$ cat config.mk
export PLATFORM = sky130hd
export DESIGN_NAME = servo_pwm_multi
export DESIGN_NICKNAME = d
export VERILOG_FILES = /design/src/rtl/servo_pkg.sv /design/src/rtl/servo_pwm_multi_channel.sv /design/src/rtl/servo_pwm_multi.sv
export SDC_FILE = /design/constraint.sdc
export NUM_CORES = 2
export LEC_CHECK = 0
export CAP_MARGIN = 20
export CELL_PAD_IN_SITES_DETAIL_PLACEMENT = 0
export CELL_PAD_IN_SITES_GLOBAL_PLACEMENT = 2
export CORE_MARGIN = 4
export CORE_UTILIZATION = 39
export CTS_CLUSTER_DIAMETER = 60
export CTS_CLUSTER_SIZE = 8
export DETAILED_ROUTE_END_ITERATION = 16
export DONT_BUFFER_PORTS = 1
export GPL_TIMING_DRIVEN = 0
export MAX_ROUTING_LAYER = met4
export PLACE_DENSITY_LB_ADDON = 0.1
export RECOVER_POWER = 100
export SYNTH_ARGS = -nofsm -noshare
export SYNTH_HDL_FRONTEND = slang
export SYNTH_SLANG_ARGS = --single-unit
$ cat constraint.sdc
create_clock -name clk -period 5.9 [get_ports clk]
set_clock_uncertainty 0.05 [all_clocks]
set_input_delay 1.18 -clock clk [delete_from_list [all_inputs] [get_ports clk]]
set_output_delay 1.18 -clock clk [all_outputs]
set_load 0.01 [all_outputs]
$ cat src/rtl/servo_pkg.sv
// Shared definitions for the multi-channel servo PWM controller: period and
// select-width helpers, saturating arithmetic and the default pulse widths.
package servo_pkg;

   // Default high times in clocks for a 50 MHz clock: 0, 90 and 180 degrees
   localparam int DEF_MIN_PW    = 25_000;
   localparam int DEF_CENTER_PW = 75_000;
   localparam int DEF_MAX_PW    = 125_000;

   // Command decoded from the one-shot inputs, routed to the selected channel
   typedef enum logic [1:0] {
      CMD_NONE   = 2'd0,
      CMD_INC    = 2'd1,
      CMD_DEC    = 2'd2,
      CMD_CENTER = 2'd3
   } cmd_e;

   // Frame length in clocks; a zero frame rate yields 0 so the range checks trip
   function automatic int calcPeriod(input int clkFreq, input int pwmFreq);
      return (pwmFreq > 0) ? (clkFreq / pwmFreq) : 0;
   endfunction

   // Width of the channel select register, never narrower than one bit
   function automatic int chWidth(input int numCh);
      return (numCh <= 1) ? 1 : $clog2(numCh);
   endfunction

   // value + step clamped to limit, computed one bit wider so it cannot wrap
   function automatic logic [63:0] satAdd(input logic [63:0] value,
                                          input logic [63:0] step,
                                          input logic [63:0] limit);
      logic [64:0] sum;
      sum = {1'b0, value} + {1'b0, step};
      if (sum > {1'b0, limit}) begin
         return limit;
      end
      return sum[63:0];
   endfunction

   // value - step clamped to limit; the floor test is done one bit wider
   function automatic logic [63:0] satSub(input logic [63:0] value,
                                          input logic [63:0] step,
                                          input logic [63:0] limit);
      logic [64:0] floorVal;
      floorVal = {1'b0, limit} + {1'b0, step};
      if ({1'b0, value} < floorVal) begin
         return limit;
      end
      return value - step;
   endfunction

endpackage

$ cat src/rtl/servo_pwm_multi_channel.sv
// One servo channel: target and slew-limited current pulse width, plus the
// registered compare against the shared period counter.
module servo_channel
   import servo_pkg::*;
#(
   parameter int CNT_W     = 32,
   parameter int MIN_PW    = DEF_MIN_PW,
   parameter int MAX_PW    = DEF_MAX_PW,
   parameter int CENTER_PW = DEF_CENTER_PW,
   parameter int STEP      = 10_000,
   parameter int SLEW      = 2_500
) (
   input  logic             clk_i,
   input  logic             rst_ni,
   input  logic [CNT_W-1:0] cnt_i,
   input  logic             frameEnd_i,
   input  cmd_e             cmd_i,
   output logic             pwm_o,
   output logic [CNT_W-1:0] target_o
);

   localparam logic [CNT_W-1:0] CENTER_C = CNT_W'(CENTER_PW);
   localparam logic [CNT_W-1:0] SLEW_C   = CNT_W'(SLEW);

   logic [CNT_W-1:0] target_q, target_d;
   logic [CNT_W-1:0] current_q, current_d;
   logic             pwm_q;

   // Apply the routed command to the target with saturation at MIN/MAX
   always_comb begin
      target_d = target_q;
      case (cmd_i)
         CMD_CENTER: target_d = CENTER_C;
         CMD_INC:    target_d = CNT_W'(satAdd(64'(target_q), 64'(STEP), 64'(MAX_PW)));
         CMD_DEC:    target_d = CNT_W'(satSub(64'(target_q), 64'(STEP), 64'(MIN_PW)));
         default:    target_d = target_q;
      endcase
   end

   // Move current toward target by at most SLEW, only at the frame boundary,
   // using the target as it stood before this edge
   always_comb begin
      current_d = current_q;
      if (frameEnd_i) begin
         if (target_q >= current_q) begin
            if ((SLEW == 0) || ((target_q - current_q) <= SLEW_C)) begin
               current_d = target_q;
            end else begin
               current_d = current_q + SLEW_C;
            end
         end else begin
            if ((SLEW == 0) || ((current_q - target_q) <= SLEW_C)) begin
               current_d = target_q;
            end else begin
               current_d = current_q - SLEW_C;
            end
         end
      end
   end

   // Width registers and the registered PWM compare
   always_ff @(posedge clk_i or negedge rst_ni) begin
      if (!rst_ni) begin
         target_q  <= CENTER_C;
         current_q <= CENTER_C;
         pwm_q     <= 1'b0;
      end else begin
         target_q  <= target_d;
         current_q <= current_d;
         pwm_q     <= (cnt_i < current_q);
      end
   end

   assign pwm_o    = pwm_q;
   assign target_o = target_q;

endmodule

$ cat src/rtl/servo_pwm_multi.sv
// Multi-channel servo PWM controller: shared period counter, channel select
// and command decode feeding NUM_CH servo_channel instances.
module servo_pwm_multi
   import servo_pkg::*;
#(
   parameter int CLK_FREQ  = 50_000_000,
   parameter int PWM_FREQ  = 50,
   parameter int NUM_CH    = 4,
   parameter int MIN_PW    = DEF_MIN_PW,
   parameter int MAX_PW    = DEF_MAX_PW,
   parameter int CENTER_PW = DEF_CENTER_PW,
   parameter int STEP      = 10_000,
   parameter int SLEW      = 2_500,
   parameter int CNT_W     = 32
) (
   input  logic              clk,
   input  logic              rst,
   input  logic              inc_pulse,
   input  logic              dec_pulse,
   input  logic              center_pulse,
   input  logic              sel_pulse,
   output logic [NUM_CH-1:0] pwm_out,
   output logic [NUM_CH-1:0] sel_onehot,
   output logic              at_min,
   output logic              at_max,
   output logic              frame_start
);

   localparam int PERIOD = calcPeriod(CLK_FREQ, PWM_FREQ);
   localparam int CH_W   = chWidth(NUM_CH);

   // Reject parameter sets that cannot produce a valid servo frame
   if (!((MIN_PW <= CENTER_PW) && (CENTER_PW <= MAX_PW) && (MAX_PW < PERIOD))) begin : gen_errPw
      $error("servo_pwm_multi: need MIN_PW <= CENTER_PW <= MAX_PW < PERIOD");
   end
   if (STEP <= 0) begin : gen_errStep
      $error("servo_pwm_multi: STEP must be positive");
   end
   if ((NUM_CH < 1) || (NUM_CH > 16)) begin : gen_errCh
      $error("servo_pwm_multi: NUM_CH must be 1..16");
   end
   if ((CNT_W < 2) || (CNT_W > 64) || ((64'(PERIOD - 1) >> CNT_W) != 64'd0)) begin : gen_errW
      $error("servo_pwm_multi: CNT_W must be 2..64 and hold PERIOD-1");
   end

   logic [CNT_W-1:0] cnt_q, cnt_d;
   logic [CH_W-1:0]  sel_q, sel_d;
   logic             frameStart_q;
   logic             frameEnd;
   cmd_e             cmd;
   logic [CNT_W-1:0] targetArr [NUM_CH];

   assign frameEnd = (cnt_q == CNT_W'(PERIOD - 1));

   // Next counter value and next select, wrapping at their limits
   always_comb begin
      cnt_d = frameEnd ? '0 : cnt_q + CNT_W'(1);
      sel_d = sel_q;
      if (sel_pulse) begin
         sel_d = (sel_q == CH_W'(NUM_CH - 1)) ? '0 : sel_q + CH_W'(1);
      end
   end

   // Shared counter, select and frame-start flag
   always_ff @(posedge clk or negedge rst) begin
      if (!rst) begin
         cnt_q        <= '0;
         sel_q        <= '0;
         frameStart_q <= 1'b0;
      end else begin
         cnt_q        <= cnt_d;
         sel_q        <= sel_d;
         frameStart_q <= frameEnd;
      end
   end

   // Command decode: center beats inc/dec, inc together with dec does nothing
   always_comb begin
      cmd = CMD_NONE;
      if (center_pulse) begin
         cmd = CMD_CENTER;
      end else if (inc_pulse && !dec_pulse) begin
         cmd = CMD_INC;
      end else if (dec_pulse && !inc_pulse) begin
         cmd = CMD_DEC;
      end
   end

   for (genvar i = 0; i < NUM_CH; i++) begin : gen_ch
      cmd_e chCmd;
      assign chCmd = (sel_q == CH_W'(i)) ? cmd : CMD_NONE;

      servo_channel #(
         .CNT_W     (CNT_W),
         .MIN_PW    (MIN_PW),
         .MAX_PW    (MAX_PW),
         .CENTER_PW (CENTER_PW),
         .STEP      (STEP),
         .SLEW      (SLEW)
      ) u_channel (
         .clk_i      (clk),
         .rst_ni     (rst),
         .cnt_i      (cnt_q),
         .frameEnd_i (frameEnd),
         .cmd_i      (chCmd),
         .pwm_o      (pwm_out[i]),
         .target_o   (targetArr[i])
      );
   end

   // Status for the selected channel, decoded straight from registered state
   always_comb begin
      sel_onehot        = '0;
      sel_onehot[sel_q] = 1'b1;
      at_min            = (targetArr[sel_q] == CNT_W'(MIN_PW));
      at_max            = (targetArr[sel_q] == CNT_W'(MAX_PW));
   end

   assign frame_start = frameStart_q;

endmodule

==> impl_metrics.tcl <==
set metrics [dict create \
    dieHeight_um 327 \
    finalSetupViolCount 0 \
    numCtsBuffers 49 \
    post_drt_wl_per_cell_um 26.5 \
    hold_class "in2async" \
    async_reset_ff_share_pct 100 \
    ctsHoldBuffers 0 \
    p_leak_uw 0.0179 \
    htree_levels 2 \
    power_density_nw_per_um2 295 \
    drtAntennaViolNets 0 \
    peakVddDrop_v 0.000198 \
    clock_path_buffers 3 \
    cp_max_fo 10 \
    clock_power_share_pct 22.0 \
    num_vias 45100 \
    combPwrFrac_pct 58.7 \
    grt_pass1_wl_um 275000 \
    cts.sinks 279 \
    gp_congestion 0.965 \
    port_buffers 0 \
    p_sw_share_pct 51.2 \
    syn_to_final_growth_pct 8.94 \
    post-route-period-util_pct 97.5 \
    drc 0 \
    layout_common_cells "a21oi_1 (537), nand2_1 (483), o21ai_0 (461)" \
    yosys_warnings 0 \
    nNetsFinal 6030 \
    final_util_pct 43.1 \
    ys_seq_area_share_pct 17.8 \
    place_hpwl_um 148000 \
    ys_types 108 \
    synth_ff_type "dfrtp_1" \
    layout_min_cycle_time_ps 5750 \
    end_kind "flip-flop" \
    cp.arrival_ps 6190 \
    clkTransAtPathRegs_ps 50 \
    power_switching_uw 6540 \
    antenna_found_initial 1 \
    worstSetupPathType "reg2reg" \
    power_uw 12800 \
    synth-edff-count 0 \
    core_area_um2 101000 \
    drv_cap 0 \
    cts_tree "built" \
    die_x_um 327 \
    synthCells 5548 \
    intPower_uw 6230 \
    slew_violations 0 \
    routed_wl_um 186000 \
    worstPathRequired_ps 6340 \
    drive_gt1_share_pct 5.56 \
    grt_usage_pct 34.2 \
    outcome "completed" \
    netlist_area_um2 39800 \
    final_hold_viol_count 0 \
    drtIter0Drc 5523 \
    finalSetupTns_ps 0 \
    start_util_pct 39.5 \
    seqPwrFrac_pct 19.3 \
    grt_pass1_vias 41700 \
    clock_latency_ps 620 \
    overflow 0 \
    slew_headroom_pct 17.8 \
    syn_avg_cell_area_um2 7.17 \
    die_area_um2 107000 \
    setup.worst_path.start_class "flip-flop" \
    mostFrequentLayoutCell "a21oi_1" \
    cts_root_buf "clkbuf_16" \
    ios 17 \
    timing.fmax_ghz 0.174 \
    whs_ps 275 \
    rsz0062_at_grt "false" \
    grt_max_degree 280 \
    viasPerCell 6.42 \
    worstMarginPinSlew_ps 1230 \
    yosys_register_bits 279 \
    num_rows 116 \
    dr.pass1.iters 6 \
]
synth_stat cells, types with 75 or more instances:
library cell	count	area, um2
a31oi_1	75	469
nor4_1	77	482
ha_1	402	5030
nor3_1	164	821
nor2_1	456	1710
dfrtp_1	215	5380
inv_1	327	1230
a21o_1	121	908
o21ai_0	461	2310
nand2_1	483	1810
a21oi_1	539	2700
clkbuf_1	276	1040
xnor2_1	162	1420
nand3_1	206	1030
nand4_1	134	838
o21a_1	77	578
repair_timing:
action                                  CTS  global route
setup buffers                             5             3
endpoints found under the setup margin   67            98
pin swaps                                 1             2
gates resized for setup                  11            29
layer usage:
layer	part of all wire, %	routed length [um]	vias to the layer above	track usage (%)
met5	0	0	-	-
met1	44	82300	21900	45.9
met3	7.6	14200	376	4.99
li1	-	-	20800	-
met2	44	81500	2037	52.4
met4	4.5	8400	0	12.4
critical path, cell delays in order (launching register included):
cell and delay [ps]:
dfstp_1 560, clkbuf_1 310, inv_1 220, ha_1 330, buf_2 180, nand4_1 130
o221ai_1 230, a41o_1 370, a221o_1 390, a21boi_0 250, xor2_1 230, nand4_1 230
a2111o_1 540, o21ai_1 350, clkbuf_1 510, nand2_1 340, o32ai_1 340, nor3_1 80
cell families (layout without fill, tap and decap cells):
| family | after synthesis | count (layout) | synth area share (%) |
|---|---|---|---|
| AND/OR/NAND/NOR | 1917 | 1917 | 23.7 |
| other | 1 | 7 | 0.00943 |
| flip-flops | 279 | 279 | 17.8 |
| XOR/XNOR | 228 | 228 | 5.02 |
| multiplexers | 62 | 62 | 1.84 |
| buffers and inverters | 679 | 790 | 6.70 |
| AO/OA/AOI/OAI | 1980 | 1980 | 32.3 |
| adder cells (fa/ha/maj) | 402 | 402 | 12.6 |
per-stage QoR:
stage	cell area, um2	setup slack, ps	cells
finish	43300	150	7022
floorplan	39800	1530	5551
detailed placement	41700	-257	6925
global placement	41500	-517	6908
CTS	43300	97.8	7020
global route	43300	2.79	7021
cell type report:
| class | instances | area [um2] |
|---|---|---|
| antenna | 3 | 7.51 |
| buffer | 339 | 1380 |
| clock buffer | 77 | 1410 |
| clock inverter | 14 | 123 |
| fill | 10700 | 57300 |
| inverter | 335 | 1270 |
| multi-input combinational | 4593 | 30100 |
| sequential | 279 | 7060 |
| tap | 1357 | 1700 |
| timing repair buffer | 25 | 236 |
registers in the layout, indices dropped and copies added (netlist names):
signal,count
gen_ch.u_channel.pwm_o,4
gen_ch.u_channel.target_o,116
cnt_q,32
gen_ch.u_channel.current_q,124
frame_start,1
sel_q,2
power by group through the flow:
stage	logic [uW]	registers [uW]	clock network [uW]
2_1_floorplan	5110	2320	0
3_3_place_gp	7280	2480	0
3_5_place_dp	7250	2480	0
4_1_cts	7310	2450	2850
5_1_grt	8110	2480	2920
6_report	7490	2470	2810
worst paths after layout:
check                      cells past startpoint  slack (ps)                         startpoint                           endpoint
setup / recovery                              17         150   gen_ch[1].u_channel.current_q[5]  gen_ch[1].u_channel.current_q[28]
hold / removal                                 0         280                                rst          gen_ch[2].u_channel.pwm_o
setup reg to reg                              17         150   gen_ch[1].u_channel.current_q[5]  gen_ch[1].u_channel.current_q[28]
hold reg to reg                                1         500  gen_ch[3].u_channel.current_q[21]  gen_ch[3].u_channel.current_q[21]
max in group asynchronous                      0        4970                                rst  gen_ch[0].u_channel.current_q[24]
min in group clk                               1         500  gen_ch[3].u_channel.current_q[21]  gen_ch[3].u_channel.current_q[21]
Note: power is estimated with default switching activity, not from simulation.
